`src/rtl/spi_als_capture.sv`:
```
// Purpose: SPI master for the PMOD ALS; bursts 16-bit reads and writes each 8-bit sample into the register bank.
// Latency: CS_SETUP + 32*CLK_DIV + 1 cycles per frame; cs_n stays high QUIET cycles between frames.
// Backpressure: none; start_i is dropped while busy_o=1 and is never queued.
module spi_als_capture #(
  parameter int N        = 8,
  parameter int CLK_DIV  = 5,
  parameter int CS_SETUP = 2,
  parameter int QUIET    = 4
) (
  input  logic                 clk_i,
  input  logic                 reset_i,
  input  logic                 start_i,
  input  logic [$clog2(N)-1:0] last_addr_i,
  input  logic                 miso_i,
  output logic                 sclk_o,
  output logic                 cs_n_o,
  output logic                 hold_ctrl_o,
  output logic                 wr_o,
  output logic [$clog2(N)-1:0] addr_o,
  output logic [31:0]          data_o,
  output logic                 busy_o,
  output logic                 done_o
);

  localparam int AW   = $clog2(N);
  localparam int MAXC = (CLK_DIV > CS_SETUP) ?
                        ((CLK_DIV > QUIET) ? CLK_DIV : QUIET) :
                        ((CS_SETUP > QUIET) ? CS_SETUP : QUIET);
  localparam int CW   = $clog2(MAXC + 1);

  typedef enum logic [2:0] {
    S_IDLE,
    S_SETUP,
    S_SHIFT,
    S_STORE,
    S_QUIET,
    S_DONE
  } state_t;

  state_t          state_q;
  logic [CW-1:0]   cnt_q;
  logic [3:0]      bit_q;
  logic [AW-1:0]   idx_q;
  logic [AW-1:0]   last_q;
  // Only bits [12:0] of the 16-bit frame are kept: the bits above are
  // leading zeros that would simply fall off the top of the shifter.
  logic [12:0]     shreg_q;
  logic [12:0]     shreg_d;
  logic            sclk_q;
  logic            cs_n_q;
  logic            hold_q;
  logic            wr_q;
  logic [AW-1:0]   addr_q;
  logic [31:0]     data_q;
  logic            busy_q;
  logic            done_q;

  // Next shift-register value: MSB-first, new bit enters at the bottom.
  always_comb begin
    shreg_d = {shreg_q[11:0], miso_i};
  end

  // Burst FSM; every output is a register updated here.
  always_ff @(posedge clk_i or posedge reset_i) begin
    if (reset_i) begin
      state_q <= S_IDLE;
      cnt_q   <= '0;
      bit_q   <= '0;
      idx_q   <= '0;
      last_q  <= '0;
      shreg_q <= '0;
      sclk_q  <= 1'b1;
      cs_n_q  <= 1'b1;
      hold_q  <= 1'b0;
      wr_q    <= 1'b0;
      addr_q  <= '0;
      data_q  <= '0;
      busy_q  <= 1'b0;
      done_q  <= 1'b0;
    end else begin
      wr_q   <= 1'b0;
      done_q <= 1'b0;
      case (state_q)
        S_IDLE: begin
          if (start_i) begin
            last_q  <= last_addr_i;
            idx_q   <= '0;
            busy_q  <= 1'b1;
            hold_q  <= 1'b1;
            cnt_q   <= '0;
            cs_n_q  <= 1'b0;
            state_q <= S_SETUP;
          end
        end
        S_SETUP: begin
          if (cnt_q == CW'(CS_SETUP - 1)) begin
            cnt_q   <= '0;
            bit_q   <= '0;
            sclk_q  <= 1'b0;
            state_q <= S_SHIFT;
          end else begin
            cnt_q <= cnt_q + CW'(1);
          end
        end
        S_SHIFT: begin
          if (cnt_q == CW'(CLK_DIV - 1)) begin
            cnt_q <= '0;
            if (!sclk_q) begin
              // Rising edge: capture the bit the ALS presented on the falling edge.
              sclk_q  <= 1'b1;
              shreg_q <= shreg_d;
            end else if (bit_q == 4'd15) begin
              // Sixteenth period complete; SCLK parks high and the sample is written.
              cs_n_q  <= 1'b1;
              wr_q    <= 1'b1;
              addr_q  <= idx_q;
              data_q  <= {24'b0, shreg_q[12:5]};
              state_q <= S_STORE;
            end else begin
              sclk_q <= 1'b0;
              bit_q  <= bit_q + 4'd1;
            end
          end else begin
            cnt_q <= cnt_q + CW'(1);
          end
        end
        S_STORE: begin
          cnt_q <= '0;
          if (idx_q == last_q) begin
            done_q  <= 1'b1;
            state_q <= S_DONE;
          end else begin
            idx_q <= idx_q + AW'(1);
            // The STORE cycle already has cs_n high, so it counts as the
            // first of the QUIET high cycles between frames.
            if (QUIET == 1) begin
              cs_n_q  <= 1'b0;
              state_q <= S_SETUP;
            end else begin
              state_q <= S_QUIET;
            end
          end
        end
        S_QUIET: begin
          if (cnt_q == CW'(QUIET - 2)) begin
            cnt_q   <= '0;
            cs_n_q  <= 1'b0;
            state_q <= S_SETUP;
          end else begin
            cnt_q <= cnt_q + CW'(1);
          end
        end
        S_DONE: begin
          busy_q  <= 1'b0;
          hold_q  <= 1'b0;
          state_q <= S_IDLE;
        end
        default: begin
          state_q <= S_IDLE;
        end
      endcase
    end
  end

  assign sclk_o      = sclk_q;
  assign cs_n_o      = cs_n_q;
  assign hold_ctrl_o = hold_q;
  assign wr_o        = wr_q;
  assign addr_o      = addr_q;
  assign data_o      = data_q;
  assign busy_o      = busy_q;
  assign done_o      = done_q;

endmodule

```
`config.mk`:
```
export PLATFORM = sky130hd
export DESIGN_NAME = spi_als_capture
export DESIGN_NICKNAME = d
export VERILOG_FILES = /design/src/rtl/spi_als_capture.sv
export SDC_FILE = /design/constraint.sdc
export NUM_CORES = 1
export LEC_CHECK = 0
export BUFFER_PORTS_ARGS = -buffer_cell sky130_fd_sc_hd__buf_2
export CAP_MARGIN = 40
export CORE_ASPECT_RATIO = 1.25
export CORE_UTILIZATION = 50
export DETAILED_ROUTE_END_ITERATION = 10
export GPL_TIMING_DRIVEN = 0
export HOLD_SLACK_MARGIN = 0.06
export PLACE_DENSITY = 0.86
export SYNTH_ARGS = -nofsm -noshare
export SYNTH_HDL_FRONTEND = slang
export SYNTH_SLANG_ARGS = --single-unit
```
`constraint.sdc`:
```
create_clock -name clk_i -period 1.9 [get_ports clk_i]
set_input_delay 0.095 -clock clk_i [delete_from_list [all_inputs] [get_ports clk_i]]
set_output_delay 0.095 -clock clk_i [all_outputs]
set_load 0.05 [all_outputs]
```
Word level (Yosys, flattened, before mapping) --
Index checks and enable logic that the tools add are counted.
Word-level totals: bits in registers 45, input port bits 7, word-level logic and storage cells 89
Cells by class: add/subtract/negate cells 3, eq/ne operators 18, mux-type cells 38, bitwise logic cells 1, reduce and logical (&&, ||, !) cells 16
Operators with widths (count):
- 3-bit two-way mux | 11
- 3-bit one-hot mux with 5 select lines | 2
- 1-bit two-way mux | 16
- 4-bit two-way mux | 4
- 2-bit != test, second input constant | 8
- 6-bit AND reduction | 2
- 3-bit by 2-bit equality test with 1-bit output, second input constant | 3
- 3-bit equality test, second input constant | 3
- 3-bit AND reduction | 3
- 4-bit one-hot mux with 2 select lines | 1
- 3-bit by 1-bit adder with 3-bit output, second input constant | 2
- 3-bit by 1-bit equality test with 1-bit output, second input constant | 2
- 3-bit one-hot mux with 2 select lines | 1
- 2-bit AND reduction | 3
- 2-bit nonzero test | 3
- 5-bit AND reduction | 1
- 5-bit nonzero test | 1
- 4-bit by 1-bit adder with 4-bit output, second input constant | 1
- 4-bit equality test, second input constant | 1
- 1-bit one-hot mux with 2 select lines | 2
- 4-bit AND reduction | 1
- 3-bit equality test | 1
- 3-bit zero test | 1
- 1-bit one-hot mux with 3 select lines | 1
- other kinds (2) | 2

Longest topological paths before layout --
Gate-level depths: netlist of run 1.
depth in word-level cells 5, gate-level depth with buffers 7

Worst setup path after synthesis of run 1 --
No wires, ideal clock.
kind reg-to-reg, start reg sclk_q, in the netlist sclk_o, end reg addr_q[0], in the netlist addr_o[0], arrival 1.640 ns, data required time 1.775 ns, slack 0.136 ns, stages on the path, launching flop included 5, period minus slack after synthesis 1.764 ns, cells stage by stage dfstp_2 nand4_1 nor3_2 buf_2 mux2_2
Between the ends: cells in the longest elaborated chain, start to end 1
RTL lines:
- from (decl) | line 49 | logic sclk_q;
- from (signal assigned) | line 72 | sclk_q <= 1'b1;
- from (signal assigned) | line 99 | sclk_q <= 1'b0;
- from (signal assigned) | line 110 | sclk_q <= 1'b1;
- 4-bit AND reduction (no line)
- to (signal assigned) | line 116 | addr_q <= idx_q;
- to (decl) | line 53 | logic [AW-1:0] addr_q;
No other way between the ends. A chain may end at the register's enable or synchronous reset.

Worst setup path after layout of run 1 --
start reg cnt_q[0], end reg bit_q[2]
Between the ends: cells in the longest elaborated chain, start to end 3, elaborated cells between the ends (all ways) 5, those cells by class 4 x eq/ne; 1 x reduce/logical
RTL lines:
- from (decl) | line 41 | logic [CW-1:0] cnt_q;
- from (signal assigned) | line 102 | cnt_q <= cnt_q + CW'(1);
- from (signal assigned) | line 124 | cnt_q <= cnt_q + CW'(1);
- from (signal assigned) | line 150 | cnt_q <= cnt_q + CW'(1);
- 3-bit equality test or 3-bit by 1-bit equality test with 1-bit output (tied branches) | line 106, 96
- 2-bit != test (no line)
- 5-bit AND reduction (no line) (*)
- to (signal assigned) | line 121 | bit_q <= bit_q + 4'd1;
- to (decl) | line 42 | logic [3:0] bit_q;
Mark *: on every way between the ends. The rest lies on a longest branch, timed or not.

==> results.yml, run 1 <==
worst_setup_path:
  end_kind: "register"
  arrival_ns: 2.02
  path_buf_inv: 1
  crit_family: "compound AO/OA/AOI/OAI gates"
  path_class: "register to register"
  slowest_stage: "dfrtp_1"
  crit_path_max_fanout: 5
  cp_cell_sequence: "inv_2 > ha_4 > nand4b_4 > o31a_1 > or3_1 > a21oi_1"
  cpPeakStageDelay_ns: 0.43
  worstSetupStartpointType: "register"
  required_ns: 2.13
floorplan:
  io_pins: 48
  die-height_microns: 78.4
  die_w_microns: 63.1
  core-area_sq_um: 4460
  start_util: 0.524
  die_area_sq_um: 4950
  floorplan.rows: 27
logic_synthesis:
  synthSimpleGateAreaFrac: 0.120
  synth_top_family_by_area: "multiplexers"
  synth_area_per_cell_sq_um: 11.1
  syn_area_sq_um: 2340
  yosysWarnings: 0
  syn_inst: 210
  muxShareOfSynthArea: 0.149
  synth-seq-cells: 45
  synth-compound-area-share: 0.0921
  synthDistinctLibCells: 46
  synthXorXnorAreaFrac: 0.0112
  synthAdderAreaFrac: 0.0321
  ys_seq_area_frac: 0.483
clock_tree:
  path_clk_slew_ns: 0.08
  cts_buffer_depth: 2
  root_buffer: "clkbuf_8"
  clk_latency_ns: 0.30
  cts_buffers: 5
  clock_sinks: 45
  cts_tree: "built"
  cts_htree_levels: 2
grt:
  gr-max-usage-layer: "met2"
  use_met3: 0.0494
  grt_max_degree: 37
  grt_pass1_vias: 1563
  met2_usage: 0.342
  met1_usage: 0.201
  gr-usage-all-layers: 0.187
  antenna_found_initial: 0
  grt_pass1_wl_microns: 7120
  grt-ovfl-total: 0
cells_and_area:
  antenna_cells: 0
  area.growth.synth_to_final_pct: 22.2
  multiInputGateArea_sq_um: 1060
  post-route-util: 0.640
  drive_gt1_frac: 0.390
  finalNetCount: 284
  fill_cells: 385
  seq_area_sq_um: 1130
hold_path:
  holdCritPathClass: "input pin to register"
power:
  netSwitchingPower_uw: 468
  p_sw_frac: 0.244
  pwr-share-clk: 0.394
  ir_drop_mv: 0.599
  p_seq_frac: 0.506
  combinationalPowerShare: 0.100
  intPower_mw: 1.45
  leakagePower_nw: 1.50
  power.density_nw_per_um2: 672
timing:
  max_slew_margin: 0.539
  fin_tns_setup_ns: 0
  skew_ns: 0.00442
  fin_crit_ns: 1.79
  finalHoldViolCount: 0
  rsz0062_at_grt: "false"
  fmax_mhz: 558
  post-route-period-util: 0.944
  slew_violations: 0
  setup_violations: 0
  worst_pin_slew_ns: 0.690
drt:
  dr.pass1.iters: 4
  drt-vias-per-instance: 5.00
  routed_wl_microns: 4270
  drt_iter0_drc: 63
  ant_nets: 0
  vias: 1649
  wire_per_inst_microns: 12.9
  drcViolationCount: 0
status:
  status: "finished, final reports clean"
place:
  io_buffers: 23
  dp_hpwl_microns: 3060
  gp_congestion: 0.831
run:
  maxCapViolations: 0
==> cells in the mapped netlist (all sizes together) <==
cell type,number,area [sq um]
nor4b,1,15.0
a31oi,1,6.26
a222oi,1,10.0
buf,29,214
dfstp,2,52.6
dfrtp,43,1080
a211oi,1,7.51
mux2,30,338
mux2i,1,10.0
o21ai,11,55.1
or4,1,7.51
nand3b,1,7.51
a22o,1,8.76
o311a,1,10.0
nand2,12,45.0
o21bai,1,7.51
nor4,1,6.26
nand4,3,18.8
xor2,3,26.3
o31ai,1,7.51
nand4b,1,15.0
nand3,3,15.0
a21oi,8,40.0
conb,1,3.75
nand2b,2,12.5
nor2b,5,31.3
o211ai,1,7.51
a21boi,1,7.51
nor3,2,15.0
nor2,9,36.3
ha,6,75.1
nand4bb,1,11.3
and2,3,18.8
or3,3,18.8
clkbuf,3,11.3
o31a,1,8.76
and3,1,6.26
a32oi,1,8.76
o22ai,2,12.5
inv,9,33.8
o21a,1,7.51
a21bo,1,10.0
==> metrics by stage <==
step	setup slack (ns)	instance area, sq um	instances	power (mW)	hold slack, ns
floorplan	0.136	2420	233	1.15	0.246
global placement	-0.0402	2610	314	1.17	0.328
detailed placement	-0.0838	2630	315	1.17	0.0371
CTS	0.0274	2830	329	1.93	0.138
global route	0.00886	2860	330	1.98	0.194
finish	0.107	2860	330	1.92	0.146
==> state kept, by name, indices dropped and copies added, names as in the netlist, 3 cells and up <==
name	flops
addr_o	3
bit_q	4
cnt_q	3
data_o	8
idx_q	3
last_q	3
shreg_q	13
state_q	3
==> cells by family (layout without fill, tap and decap cells) <==
family	after synthesis	in the layout
and+or+nand+nor	49	49
xor gates and xnor gates	3	3
adders and majority gates	6	6
other	1	24
muxes	31	31
DFF	45	45
AOI/OAI and AO/OA	34	34
buffers and inverters	41	80
==> worst reg2reg max path, cell delays in order, from the launching register on <==
cell      delay, ns
dfrtp_1        0.43
inv_2          0.11
ha_4           0.17
nand4b_4       0.14
o31a_1         0.36
or3_1          0.35
a21oi_1        0.15
==> what timing repair did <==
action	4_1_cts	5_1_grt
endpoints found under the setup margin	19	24
hold buffers	5	0
hold endpoints to repair	49	0
pin swaps	3	1
gates cloned	0	0
setup buffers	1	1
gates resized for setup	6	6
==> power groups by stage <==
stage               clock [mW]  sequential [mW]  combinational [mW]
floorplan                    0            0.988               0.167
finish                   0.756            0.970               0.192
global route             0.800            0.971               0.203
detailed placement           0            0.989               0.185
CTS                      0.771            0.970               0.193
global placement             0            0.989               0.178
==> metal layers <==
metal	share of wire	wire, microns
met5	0	0
met4	0.025	107
met3	0.052	224
met2	0.53	2250
met1	0.40	1690
==> cell usage in the layout, fill, tap and decap left out, drive strengths merged, types with 3 or more instances in the layout <==
master / count
buf: 55
dfrtp: 43
mux2: 30
conb: 24
nand2: 12
o21ai: 11
nor2: 9
inv: 9
clkbuf: 9
a21oi: 8
ha: 6
nor2b: 5
dlygate4sd3: 5
xor2: 3
nand4: 3
or3: 3
nand3: 3
and2: 3
==> cell type report <==
type                            count  area share
Inverter                            9      0.0118
Sequential cell                    45       0.395
Clock buffer                        6      0.0289
Timing Repair Buffer               31      0.0701
Multi-Input combinational cell    147       0.373
Clock inverter                      2      0.0131
Tap cell                           58      0.0254
Buffer                             32      0.0824
==> path summary, 6_finish.rpt <==
kind / cells after the start / end / from / slack (ns)
setup / recovery: 6 / bit_q[2] / cnt_q[0] / 0.11
hold / removal: 3 / busy_o / start_i / 0.15
setup reg to reg: 6 / bit_q[2] / cnt_q[0] / 0.11
hold reg to reg: 1 / shreg_q[1] / shreg_q[1] / 0.51
max in group asynchronous: 4 / idx_q[0] / reset_i / 1.20
min in group asynchronous: 3 / bit_q[1] / reset_i / 0.25
(Power assumes the default switching activity.)
==> inputs of run 2 (changes only) <==
==> config.mk (replaced) <==
export PLATFORM = sky130hd
export DESIGN_NAME = spi_als_capture
export DESIGN_NICKNAME = d
export VERILOG_FILES = /design/src/rtl/spi_als_capture.sv
export SDC_FILE = /design/constraint.sdc
export NUM_CORES = 1
export LEC_CHECK = 0
export CAP_MARGIN = 40
export CORE_ASPECT_RATIO = 1.25
export CORE_MARGIN = 4
export CORE_UTILIZATION = 50
export DETAILED_ROUTE_END_ITERATION = 10
export DONT_BUFFER_PORTS = 1
export GPL_TIMING_DRIVEN = 0
export HOLD_SLACK_MARGIN = 0.06
export PLACE_DENSITY = 0.77
export SYNTH_ARGS = -nofsm -noshare
export SYNTH_HDL_FRONTEND = slang
export SYNTH_SLANG_ARGS = --single-unit
==> run 2 against run 1 <==
  * Clock power down 0.5%
  * First-iteration DRC count up 48%
  * Global-route usage decreased by 4.1 points
  * Sequential power hardly changed
  * Critical path depth shrank 2
  * Non-clock buffer count is 18 lower
  * Power down 0.42%
  * Sequential cell count is the same
  * Combinational power about the same
  * Largest power group unchanged
==> results.yml, run 2 (same netlist as run 1, synthesis figures left out) <==
clock_tree:
  cts_htree_levels: 2
  clock_sinks: 45
  path_clk_slew_ns: 0.09
  root_buffer: "clkbuf_8"
  cts_buffers: 5
  cts_buffer_depth: 2
  clk_latency_ns: 0.30
  cts_tree: "built"
worst_setup_path:
  worstRegToRegCells: 4
  path_class: "register to register"
  arrival_ns: 2.05
  crit_path_max_fanout: 10
  end_kind: "register"
  required_ns: 2.08
  worstSetupStartpointType: "register"
grt:
  grt_pass1_vias: 1551
  grt_pass1_wl_microns: 6950
  grt-ovfl-total: 0
  antenna_found_initial: 0
  gr-usage-all-layers: 0.146
  grt_max_degree: 39
power:
  netSwitchingPower_uw: 463
  leakagePower_nw: 1.42
  pwr-share-clk: 0.394
  power.density_nw_per_um2: 685
  p_seq_frac: 0.508
  combinationalPowerShare: 0.099
  p_sw_frac: 0.242
  total_power_mw: 1.91
  intPower_mw: 1.45
  ir_drop_mv: 0.622
drt:
  dr.pass1.iters: 4
  drt_iter0_drc: 93
  ant_nets: 0
  drcViolationCount: 0
  drt-vias-per-instance: 4.98
  routed_wl_microns: 4250
  vias: 1554
  wire_per_inst_microns: 13.6
place:
  gp_congestion: 0.834
  dp_worst_setup_slack_ns: -0.113
  dpl_cell_area_sq_um: 2510
  dp_hpwl_microns: 3060
  io_buffers: 0
cells_and_area:
  antenna_cells: 0
  drive_gt1_frac: 0.346
  largest_reg_flops: 13
  seq_area_sq_um: 1130
  multiInputGateArea_sq_um: 1070
  finalNetCount: 266
  final_common_cell: "dfrtp_1"
  layout_common_cells: "dfrtp_1 (43), buf_4 (32), mux2_2 (30), conb_1 (24), nand2_1 (12)"
  fill_cells: 380
  post-route-util: 0.625
  top_register: "shreg_q"
  final_area_sq_um: 2790
  area.growth.synth_to_final_pct: 19.3
timing:
  fmax_mhz: 536
  worst_pin_slew_ns: 0.668
  fin_crit_ns: 1.87
  setup_violations: 0
  slew_violations: 0
  rsz0062_at_grt: "true"
  finalHoldViolCount: 0
  skew_ns: 0.00585
  post-route-period-util: 0.982
  max_slew_margin: 0.553
  layout_setup_ws_ns: 0.0333
floorplan:
  core-area_sq_um: 4460
  floorplan.rows: 27
  start_util: 0.524
  die_w_microns: 69.1
  die_area_sq_um: 5840
  die-height_microns: 84.4
  io_pins: 48
hold_path:
  hold_path_depth: 3
  holdCritPathClass: "input pin to register"
run:
  maxCapViolations: 0
status:
  status: "finished, final reports clean"
## run 2: cell count changes in the layout (fill, tap and decap cells not counted), sizes merged
cell,before,now
buf,55,36
dlygate4sd3,5,6
## run 2: power by group through the flow
stage          logic [mW]  clock network (mW)  registers (mW)
2_1_floorplan       0.167                   0           0.988
5_1_grt             0.201               0.812           0.971
3_3_place_gp        0.172                   0           0.989
4_1_cts             0.189               0.774           0.970
3_5_place_dp        0.178                   0           0.989
6_report            0.189               0.752           0.970
## run 2: routing by layer
metal / global-route usage / wire [microns]
met4: 0.0533 / 88
met5: 0 / 0
met1: 0.162 / 1690
met2: 0.247 / 2150
met3: 0.0635 / 331
## run 2: area by class of cell
class,instances,share of cell area
multi-input combinational,147,0.383
clock inverter,2,0.0135
timing repair buffer,13,0.0449
buffer,32,0.0844
inverter,9,0.0121
tap,58,0.0260
clock buffer,6,0.0296
sequential,45,0.406
## run 2: what timing repair did
item | in CTS | in global routing
resized for setup | 5 | 10
hold buffers | 6 | 0
pin swaps | 2 | 3
setup endpoints to repair | 19 | 22
endpoints found under the hold margin | 50 | 0
buffers inserted | 1 | 5
## run 2: final timing paths
check	startpoint	end	slack, ns
worst min-delay path	start_i	cnt_q[2]	0.08
worst max-delay path	sclk_o	data_o[6]	0.03
max in group asynchronous	reset_i	sclk_o	1.24
worst min register to register	shreg_q[1]	shreg_q[2]	0.50
min in group asynchronous	reset_i	cnt_q[2]	0.16
worst max register to register	sclk_o	data_o[6]	0.03
## run 2: worst max-delay path, stage by stage (launching register included)
cell and delay, ns:
dfstp_4 0.73, nand4_1 0.23, nor3_4 0.27, buf_6 0.18
mux2_2 0.34
## run 2: metrics by stage
stage                     instances  hold WS (ns)  setup TNS [ns]
final                           312        0.0849               0
after global routing            312         0.133          -0.568
after CTS                       307        0.0669               0
after detailed placement        292       -0.0945           -1.41
after global placement          291         0.246          -0.502
after floorplan                 233         0.246               0
==> inputs of run 3 (changes only) <==
==> constraint.sdc (replaced) <==
create_clock -name clk_i -period 2.2 [get_ports clk_i]
set_input_delay 0.11 -clock clk_i [delete_from_list [all_inputs] [get_ports clk_i]]
set_output_delay 0.11 -clock clk_i [all_outputs]
set_load 0.05 [all_outputs]
==> run 3 against run 2 <==
  * Final cell count decreased by 1.9%
  * Sequential share of layout area grew 1.3 points
  * First-iteration DRC count rose by 38%
  * Register-to-register slack improved by 0.16 ns
  * Critical endpoint unchanged
  * Clock power decreased by 13%
  * Die area unchanged
  * Critical path depth grew 2
  * Non-clock buffer count fell by 6
  * Clock-buffer cell count did not move
  * Core utilization decreased by 2.1 points
  * Sequential power is 14% lower
==> results.yml, run 3 (same netlist as run 1, synthesis figures left out) <==
status:
  status: "finished, final reports clean"
clock_tree:
  cts_setup_buffers: 0
  cts_htree_levels: 2
  cts_resized: 0
  root_buffer: "clkbuf_8"
  cts_tree: "built"
  cts_buffer_depth: 2
  clk_latency_ns: 0.30
  cts_buffers: 5
  path_clk_slew_ns: 0.09
  clock_sinks: 45
worst_setup_path:
  required_ns: 2.39
  timing.rr.end: "data_o[6]"
  crit_path_max_fanout: 10
  arrival_ns: 2.19
  worstSetupStartpointType: "register"
  path_class: "register to register"
  r2r_setup_slack_ns: 0.20
  worstRegToRegCells: 6
  r2r_start: "cnt_q[0]"
  end_kind: "register"
timing:
  slew_violations: 0
  setup_violations: 0
  worst_pin_slew_ns: 0.668
  max_slew_margin: 0.553
  post-route-period-util: 0.910
  fin_tns_setup_ns: 0
  rsz0062_at_grt: "false"
  fmax_mhz: 499
  finalHoldViolCount: 0
  holdWs_ns: 0.0732
  fin_crit_ns: 2.00
  skew_ns: 0.00893
cells_and_area:
  antenna_cells: 0
  finalNetCount: 260
  largest_reg_flops: 13
  layout_common_cells: "dfrtp_1 (43), mux2_2 (30), buf_4 (25), conb_1 (24), nand2_1 (12)"
  final_common_cell: "dfrtp_1"
  top_register: "shreg_q"
  area.growth.synth_to_final_pct: 15.4
  final_cells: 306
  drive_gt1_frac: 0.306
  fill_cells: 391
grt:
  grt_max_degree: 39
  antenna_found_initial: 0
  grt_pass1_vias: 1537
  grt-ovfl-total: 0
  grt_pass1_wl_microns: 6910
  gr-usage-all-layers: 0.145
place:
  dp_hpwl_microns: 3060
  io_buffers: 0
  gp_congestion: 0.834
  dp.cells: 292
drt:
  routed_wl_microns: 4110
  ant_nets: 0
  drt-vias-per-instance: 4.97
  drcViolationCount: 0
  drt_iter0_drc: 128
  vias: 1521
  wire_per_inst_microns: 13.4
  dr.pass1.iters: 4
power:
  ir_drop_mv: 0.539
  power.density_nw_per_um2: 615
  leakagePower_nw: 1.36
floorplan:
  floorplan.rows: 27
  die-height_microns: 84.4
  core-area_sq_um: 4460
  start_util: 0.524
  die_area_sq_um: 5840
  io_pins: 48
  die_w_microns: 69.1
run:
  maxCapViolations: 0
hold_path:
  hold_path_depth: 3
  hold_end: "cs_n_o"
  hold_start: "start_i"
  holdCritPathClass: "input pin to register"
[run 3: routing by layer]
metal  share of wire  vias to the layer above  global-route usage  wire (microns)
met5               0                        -                   0               0
met3           0.073                        5              0.0635             299
met2            0.50                       36               0.246            2050
met1            0.41                      730               0.161            1700
li1                -                      750                   -               -
met4           0.014                        0              0.0533              58
[run 3: cell type report]
| class | count | area [sq um] | share of cell area |
|---|---|---|---|
| sequential | 45 | 1130 | 0.419 |
| inverter | 9 | 33.8 | 0.0125 |
| timing repair buffer | 7 | 80.1 | 0.0297 |
| buffer | 32 | 225 | 0.0836 |
| tap | 58 | 72.6 | 0.0269 |
| clock buffer | 6 | 82.6 | 0.0306 |
| multi-input combinational | 147 | 1030 | 0.384 |
| clock inverter | 2 | 37.5 | 0.0139 |
[run 3: where the power goes]
group,leakage (nW),internal [mW],switching (mW)
clock network,0.0574,0.369,0.288
logic,0.717,0.0474,0.115
registers,0.581,0.834,0.00387
[run 3: metrics by stage]
stage,setup slack (ns),total power [mW],util,area (sq um)
final,0.197,1.66,0.604,2700
after CTS,0.178,1.67,0.604,2700
after floorplan,0.436,0.997,-,2420
after global placement,0.243,1.00,0.559,2490
after detailed placement,0.187,1.01,0.564,2510
after global routing,0.0412,1.71,0.604,2700
[run 3: worst max-delay path by stage]
stage | start | end | slack (ns) | cells past startpoint
after detailed placement | cnt_q[0] | data_o[5] | 0.19 | 6
after global routing | cnt_q[0] | data_o[6] | 0.04 | 6
after floorplan | sclk_o | addr_o[0] | 0.44 | 4
after global placement | sclk_o | data_o[3] | 0.24 | 4
after CTS | cnt_q[0] | data_o[5] | 0.18 | 6
final | cnt_q[0] | data_o[6] | 0.20 | 6
[run 3: timing repair]
item                                    4_1_cts  5_1_grt
endpoints found under the hold margin        49        0
hold buffers                                  6        0
endpoints found under the setup margin        0        0
[run 3: critical path, cell delays in order (launching register included)]
cell and delay [ns]:
dfrtp_1 0.42, inv_1 0.11, ha_1 0.24, nand4b_2 0.18, nor3_2 0.26, buf_2 0.30, mux2_2 0.36
